File: config.mk
export PLATFORM = sky130hd
export DESIGN_NAME = gpr_writeback_arbiter
export DESIGN_NICKNAME = d
export VERILOG_FILES = /design/src/rtl/gpr_writeback_arbiter_pkg.sv /design/src/rtl/gpr_wb_ld_fifo.sv /design/src/rtl/gpr_writeback_arbiter.sv
export SDC_FILE = /design/constraint.sdc
export NUM_CORES = 1
export LEC_CHECK = 0
export ABC_CLOCK_PERIOD_IN_PS = 7100
export BUFFER_PORTS_ARGS = -buffer_cell sky130_fd_sc_hd__buf_2
export CORE_AREA = 2 2 153 155
export CTS_CLUSTER_SIZE = 30
export DETAILED_ROUTE_END_ITERATION = 10
export DIE_AREA = 0 0 155 157
export GPL_TIMING_DRIVEN = 0
export SYNTH_ARGS = -nofsm -noshare
export SYNTH_HDL_FRONTEND = slang
export SYNTH_HIERARCHICAL = 1
export SYNTH_SLANG_ARGS = --single-unit
export TNS_END_PERCENT = 30
File: constraint.sdc
create_clock -name clk -period 7.1 [get_ports clk]
set_input_delay 0.71 -clock clk [delete_from_list [all_inputs] [get_ports clk]]
set_output_delay 0.71 -clock clk [all_outputs]
set_load 0.05 [all_outputs]
File: src/rtl/gpr_writeback_arbiter_pkg.sv
// rtl/gpr_writeback_arbiter_pkg.sv - shared widths and writeback FSM encoding
package gpr_writeback_arbiter_pkg;

  // Default result / GPR data width.
  localparam int GPU_DDATA_WIDTH = 64;

  // 32-entry GPR file address width.
  localparam int GPR_ADDR_W = 5;

  // Writeback arbiter states: EX normally has priority; LD_FORCE lasts one cycle.
  typedef enum logic {
    EX_PRI   = 1'b0,
    LD_FORCE = 1'b1
  } wb_state_e;

endpackage

File: src/rtl/gpr_wb_ld_fifo.sv
// rtl/gpr_wb_ld_fifo.sv - load-return FIFO holding {rd, data} entries
module gpr_wb_ld_fifo #(
  parameter int WIDTH = 69,
  parameter int DEPTH = 2
) (
  input  logic                     clk,
  input  logic                     rst_n,
  input  logic                     push,
  input  logic                     pop,
  input  logic [WIDTH-1:0]         din,
  output logic [WIDTH-1:0]         dout,
  output logic                     full,
  output logic                     empty,
  output logic [$clog2(DEPTH):0]   count
);

  localparam int PW = (DEPTH > 1) ? $clog2(DEPTH) : 1;
  localparam int CW = $clog2(DEPTH) + 1;

  logic [WIDTH-1:0] mem [DEPTH];
  logic [PW-1:0]    wr_ptr;
  logic [PW-1:0]    rd_ptr;

  assign full  = (count == CW'(DEPTH));
  assign empty = (count == '0);
  assign dout  = mem[rd_ptr];

  // Storage is written on push only; stale entries are unreachable once the pointers reset.
  always_ff @(posedge clk) begin
    if (push) begin
      mem[wr_ptr] <= din;
    end
  end

  // Pointers wrap naturally because DEPTH is a power of two.
  always_ff @(posedge clk or negedge rst_n) begin
    if (!rst_n) begin
      wr_ptr <= '0;
      rd_ptr <= '0;
      count  <= '0;
    end else begin
      if (push) wr_ptr <= wr_ptr + PW'(1);
      if (pop)  rd_ptr <= rd_ptr + PW'(1);
      case ({push, pop})
        2'b10:   count <= count + CW'(1);
        2'b01:   count <= count - CW'(1);
        default: count <= count;
      endcase
    end
  end

endmodule

File: src/rtl/gpr_writeback_arbiter.sv
// rtl/gpr_writeback_arbiter.sv - EX/LD merge into the single GPR write port; optional GPR_WB_BYPASS_EN
module gpr_writeback_arbiter
  import gpr_writeback_arbiter_pkg::*;
#(
  parameter int DATA_W     = GPU_DDATA_WIDTH,
  parameter int LD_DEPTH   = 2,
  parameter int STARVE_MAX = 3
) (
  input  logic                       clk,
  input  logic                       rst_n,
  input  logic                       ex_valid,
  output logic                       ex_ready,
  input  logic [4:0]                 ex_rd,
  input  logic [DATA_W-1:0]          ex_data,
  input  logic                       ld_valid,
  output logic                       ld_ready,
  input  logic [4:0]                 ld_rd,
  input  logic [DATA_W-1:0]          ld_data,
  output logic                       wb_en,
  output logic [4:0]                 wb_addr,
  output logic [DATA_W-1:0]          wb_data,
  output logic                       sb_clr,
  output logic [4:0]                 sb_clr_rd,
  output logic [$clog2(LD_DEPTH):0]  ld_count
`ifdef GPR_WB_BYPASS_EN
  ,
  output logic                       byp_valid,
  output logic [4:0]                 byp_rd,
  output logic [DATA_W-1:0]          byp_data
`endif
);

  localparam int SW = (STARVE_MAX > 1) ? $clog2(STARVE_MAX) : 1;
  localparam int EW = GPR_ADDR_W + DATA_W;

  wb_state_e         state;
  wb_state_e         state_nxt;
  logic [SW-1:0]     starve_cnt;
  logic [SW-1:0]     starve_nxt;

  logic              fifo_full;
  logic              fifo_empty;
  logic              fifo_push;
  logic [EW-1:0]     fifo_dout;
  logic              ex_grant;
  logic              ld_grant;
  logic              grant;
  logic [4:0]        g_rd;
  logic [DATA_W-1:0] g_data;

  assign fifo_push = ld_valid & ~fifo_full;
  assign ld_ready  = ~fifo_full;
  assign ex_ready  = (state == EX_PRI);

  gpr_wb_ld_fifo #(
    .WIDTH (EW),
    .DEPTH (LD_DEPTH)
  ) u_ld_fifo (
    .clk   (clk),
    .rst_n (rst_n),
    .push  (fifo_push),
    .pop   (ld_grant),
    .din   ({ld_rd, ld_data}),
    .dout  (fifo_dout),
    .full  (fifo_full),
    .empty (fifo_empty),
    .count (ld_count)
  );

  // Arbitration, starvation tracking and next state.
  always_comb begin
    state_nxt  = state;
    starve_nxt = starve_cnt;
    ex_grant   = 1'b0;
    ld_grant   = 1'b0;
    case (state)
      EX_PRI: begin
        if (ex_valid)         ex_grant = 1'b1;
        else if (!fifo_empty) ld_grant = 1'b1;
      end
      LD_FORCE: begin
        ld_grant  = ~fifo_empty;
        state_nxt = EX_PRI;
      end
      default: state_nxt = EX_PRI;
    endcase
    if (fifo_empty || ld_grant) begin
      starve_nxt = '0;
    end else if (ex_grant) begin
      if (starve_cnt == SW'(STARVE_MAX - 1)) state_nxt  = LD_FORCE;
      else                                   starve_nxt = starve_cnt + SW'(1);
    end
  end

  assign grant  = ex_grant | ld_grant;
  assign g_rd   = ex_grant ? ex_rd   : fifo_dout[EW-1:DATA_W];
  assign g_data = ex_grant ? ex_data : fifo_dout[DATA_W-1:0];

`ifdef GPR_WB_BYPASS_EN
  assign byp_valid = grant && (g_rd != 5'd0);
  assign byp_rd    = g_rd;
  assign byp_data  = g_data;
`endif

  // FSM state and starvation counter.
  always_ff @(posedge clk or negedge rst_n) begin
    if (!rst_n) begin
      state      <= EX_PRI;
      starve_cnt <= '0;
    end else begin
      state      <= state_nxt;
      starve_cnt <= starve_nxt;
    end
  end

  // Registered GPR write port and scoreboard clear; address/data hold when idle.
  always_ff @(posedge clk or negedge rst_n) begin
    if (!rst_n) begin
      wb_en     <= 1'b0;
      wb_addr   <= '0;
      wb_data   <= '0;
      sb_clr    <= 1'b0;
      sb_clr_rd <= '0;
    end else if (grant) begin
      wb_en     <= (g_rd != 5'd0);
      wb_addr   <= g_rd;
      wb_data   <= g_data;
      sb_clr    <= 1'b1;
      sb_clr_rd <= g_rd;
    end else begin
      wb_en  <= 1'b0;
      sb_clr <= 1'b0;
    end
  end

endmodule

==> results list <==
- In this run the clock root is driven by a sky130_fd_sc_hd__clkbuf_16.
* Hold WS: 91.92 ps
* Run status: finished clean
- Of the total power, the clock network draws 0.223.
- The clock passes through at most 3 buffers.
- Nets: between 900 and 1000
* Sequential share of the synthesized area: 0.6791
- R2R cell count: 5
- Critical setup path kind: flop to flop
* Number of antenna violations at the first check in global routing: 2
- Net count after synthesis: 704
- After synthesis the netlist holds a flip-flop and latch count of 216.
* DIE AREA: between 20000 and 25000 um2
- Clock transition time at the flip-flop clock pins of the worst setup and hold paths: roughly 60 ps
- Timing-limited maximum frequency: ~420 MHz
- Share of final-layout standard cells stronger than drive strength 1: 0.4380
- Area share of the leading cell type in the synthesized netlist: 0.4617
- The die is 155 um wide.
- Async set-or-reset flop fraction in the synthesized netlist: 0.3611
- For this run, design rule violations remaining after detail routing come to 0.
- The region available for standard cell placement spans 22500 um2.
- After synthesis, the netlist uses 25 different library cells.
* Class of the most critical hold timing path: input port to async pin
* Starting Density: 0.3989
- Broken down by cell family, the worst path's largest delay share belongs to simple AND/OR/NAND/NOR gates.
- The initialized floorplan defines 55 standard-cell rows.
- Worst path max stage delay: 700 ps
- The number of clock buffers added by TritonCTS is 25.
* Gate Count Post-Synth: 560
- The final hold violation count came to 0.
- Netlist area before placement: 8976 um2
- Number of global-route vias before repair: 5508
* Final setup TNS: 0 ps
- In this run the number of H-tree levels came out at 1.
- PostCTS Resize Cnt: 0
* Final HPWL DP: 13410 um
* Critical Path End Type: flop
- Io pins: 222
- Proportion of power drawn by flip-flops and latches: 0.358
- Max Slew Vio Count: 0
* Cell with the biggest individual delay on the critical path: sky130_fd_sc_hd__nor2_4
- Counting flops with a built-in enable in the synthesized netlist gives 138.
* Total power divided by cell area: 461.6 nW/um2
* CTS sink count: 216
- Number of I/O port buffers: 221
- Largest fanout on the critical path: 25
- VDD sags by at most 0.2523 mV.
- The number of buffers and inverters on the critical path is 2.
* Total setup buffers inserted after CTS: 0
- Net switching component of the power: 0.001969 W
- Count of hold-fix buffers inserted at cts: 0
- The worst setup path is launched from a flop.
- The pre-antenna-repair detailed-routing pass consisted of 4 iterations.
* Non-filler instance count after layout: 1118
* Final global-route overflow total: 0
- Worst clock skew: 20.96 ps
- Yosys printed 6 warnings.
* Syn Area/Cell: approximately 16 um2
- Clock tree from TritonCTS: built
* Synth area leaders: sky130_fd_sc_hd__edfxtp_1 (46%), sky130_fd_sc_hd__dfrtp_1 (22%), sky130_fd_sc_hd__mux2_4 (12%)
* Area growth from synthesis to layout: 26.04%
- Setup repair after global routing left no endpoint under its margin.
- Routability-driven placement finished with a final weighted congestion of 0.7149.
* Flop-to-flop setup slack: 4710 ps
* Via count: 5337
- Using the TritonRoute via totals, the vias-per-cell ratio works out to about 4.8.
- Data arrival time of the worst path: 2590 ps
- Vertical extent of the die: 157 um
* Required time of the critical path: 7300 ps
* Count of nets left with antenna violations after detail routing: 0
- Largest net degree at the start of global routing: 60
* Leakage power: 4.875 nW
- Counting tap cells, the placed design contains a total of 1070 instances.
- The final layout contains routed wiring with a total length of 19710 um.
* Reg-to-Reg Start: u_ld_fifo/count[1]
* Internal power summed over all cells: ~0.0033 W
- After filler insertion, the fill cell instance count of the layout stands at 1961.
- Final Util: 0.5028
* Fraction of power spent switching nets: 0.3770
- In the finished design, the share of the clock period the worst path needs comes to 0.3364.
* Transition at the pin with the smallest max-transition slack: 896.3 ps
- In the final routed layout, each cell accounts on average for roughly 18 um.
- First-pass GRT wire length: 30080 um
* Most used cell, CP: sky130_fd_sc_hd__nor2b_1
- For the worst-skew pair, the clock arrives at the later sink with an insertion delay of 520 ps.
* Capture instance of the worst register-to-register path: u_ld_fifo/mem[0][27]
- In this run, the number of DRC markers left after iteration 0 of detailed routing was 266.
* Sequence of cells on the critical path: nor2b_1, nor2b_1, inv_1, nor2_4, buf_12
* Slew headroom: 0.4010
* All-layer global routing usage: 0.1598
- Setup-failing EPs final: 0
- Share of power burned in combinational logic: 0.419
- Largest area contributor in the netlist: sky130_fd_sc_hd__edfxtp_1
- Minimum period implied by the final worst setup slack: ~2400 ps
- Max_cap viols: 0
- In the synthesized netlist the dominant register cell turns out to be sky130_fd_sc_hd__edfxtp_1.
-- state kept, by name, indices dropped and copies added, names as in the netlist --
signal / cells
u_ld_fifo/mem: 138
wb_data: 64
sb_clr_rd: 5
starve_cnt: 2
u_ld_fifo/count: 2
sb_clr: 1
state: 1
u_ld_fifo/rd_ptr: 1
u_ld_fifo/wr_ptr: 1
wb_en: 1
-- cell families after synthesis --
family | Yosys count | share of synthesized area
flops | 216 | 0.6791
mux | 138 | 0.1924
simple gates | 86 | 0.03945
compound gates | 72 | 0.04042
buf+inv | 40 | 0.04000
xor+xnor | 6 | 0.005854
fa+ha+maj | 2 | 0.002787
-- power groups by stage --
stage / logic [W] / registers (W) / clock network, W
floorplan: 0.00115 / 0.00244 / 0
global placement: 0.00216 / 0.00192 / 0
detailed placement: 0.00222 / 0.00190 / 0
CTS: 0.00223 / 0.00188 / 0.00120
global route: 0.00233 / 0.00190 / 0.00125
finish: 0.00219 / 0.00187 / 0.00116
-- how the worst max path moves through the flow --
stage / to / depth (start not counted) / start / slack [ps]
6_report: u_ld_fifo/mem[0][27] / 5 / u_ld_fifo/count[1] / 4710
3_3_place_gp: u_ld_fifo/mem[0][6] / 4 / ld_valid / 410
2_1_floorplan: u_ld_fifo/mem[0][0] / 4 / u_ld_fifo/count[1] / 2630
4_1_cts: u_ld_fifo/mem[0][19] / 5 / u_ld_fifo/count[1] / 4690
5_1_grt: u_ld_fifo/mem[0][27] / 5 / u_ld_fifo/count[1] / 4620
3_5_place_dp: u_ld_fifo/mem[0][24] / 5 / ld_valid / 4540
-- cell usage after synthesis, types with 4 or more instances --
master,instances
sky130_fd_sc_hd__buf_2,7
sky130_fd_sc_hd__edfxtp_1,138
sky130_fd_sc_hd__mux2_4,69
sky130_fd_sc_hd__nor2_1,6
sky130_fd_sc_hd__dfrtp_1,78
sky130_fd_sc_hd__buf_4,11
sky130_fd_sc_hd__mux2i_1,69
sky130_fd_sc_hd__buf_12,7
sky130_fd_sc_hd__nand2_1,71
sky130_fd_sc_hd__o21ai_1,70
sky130_fd_sc_hd__xor2_1,4
sky130_fd_sc_hd__inv_1,4
sky130_fd_sc_hd__buf_6,6
-- routing by layer --
| metal | share of wire | track usage |
|---|---|---|
| met1 | 0.43 | 0.2019 |
| met2 | 0.50 | 0.2783 |
| met3 | 0.054 | 0.03387 |
| met4 | 0.021 | 0.04586 |
| met5 | 0 | 0 |
-- layout make-up --
cell class | count | area (um2) | area share
inverter | 4 | 15.01 | 0.001327
clock inverter | 10 | 57.56 | 0.005087
antenna | 2 | 5.005 | 0.0004424
timing repair buffer | 225 | 1211 | 0.1071
tap | 285 | 356.6 | 0.03152
buffer | 36 | 344.1 | 0.03041
multi-input combinational | 304 | 2531 | 0.2237
clock buffer | 36 | 696.9 | 0.06160
sequential | 216 | 6096 | 0.5388
-- through the flow --
step | instance area, um2 | power [W] | worst slack [ps]
6_report | 11310 | 0.005223 | 4712
5_1_grt | 11310 | 0.005487 | 4616
3_3_place_gp | 10440 | 0.004082 | 409.1
2_1_floorplan | 8976 | 0.003587 | 2634
4_1_cts | 11310 | 0.005305 | 4692
3_5_place_dp | 10550 | 0.004118 | 4539
-- layout by cell type (no fill, tap or decap), types with 2 or more instances in the layout --
cell type,instances
sky130_fd_sc_hd__edfxtp_1,138
sky130_fd_sc_hd__buf_2,227
sky130_fd_sc_hd__nand2_1,71
sky130_fd_sc_hd__ha_1,2
sky130_fd_sc_hd__mux2i_1,69
sky130_fd_sc_hd__mux2_4,69
sky130_fd_sc_hd__clkinv_2,5
sky130_fd_sc_hd__clkinv_1,2
sky130_fd_sc_hd__buf_16,3
sky130_fd_sc_hd__or4_1,2
sky130_fd_sc_hd__clkbuf_16,25
sky130_fd_sc_hd__nor2_1,5
sky130_fd_sc_hd__buf_12,8
sky130_fd_sc_hd__o21ai_1,70
sky130_fd_sc_hd__clkbuf_8,3
sky130_fd_sc_hd__clkbuf_1,10
sky130_fd_sc_hd__dfrtp_1,78
sky130_fd_sc_hd__inv_1,4
sky130_fd_sc_hd__diode_2,2
sky130_fd_sc_hd__xnor2_1,2
sky130_fd_sc_hd__xor2_1,4
sky130_fd_sc_hd__nor2b_1,2
sky130_fd_sc_hd__buf_4,12
sky130_fd_sc_hd__buf_6,6
sky130_fd_sc_hd__nor3_1,2
sky130_fd_sc_hd__buf_1,3
Note: power is estimated with default switching activity, not from simulation.
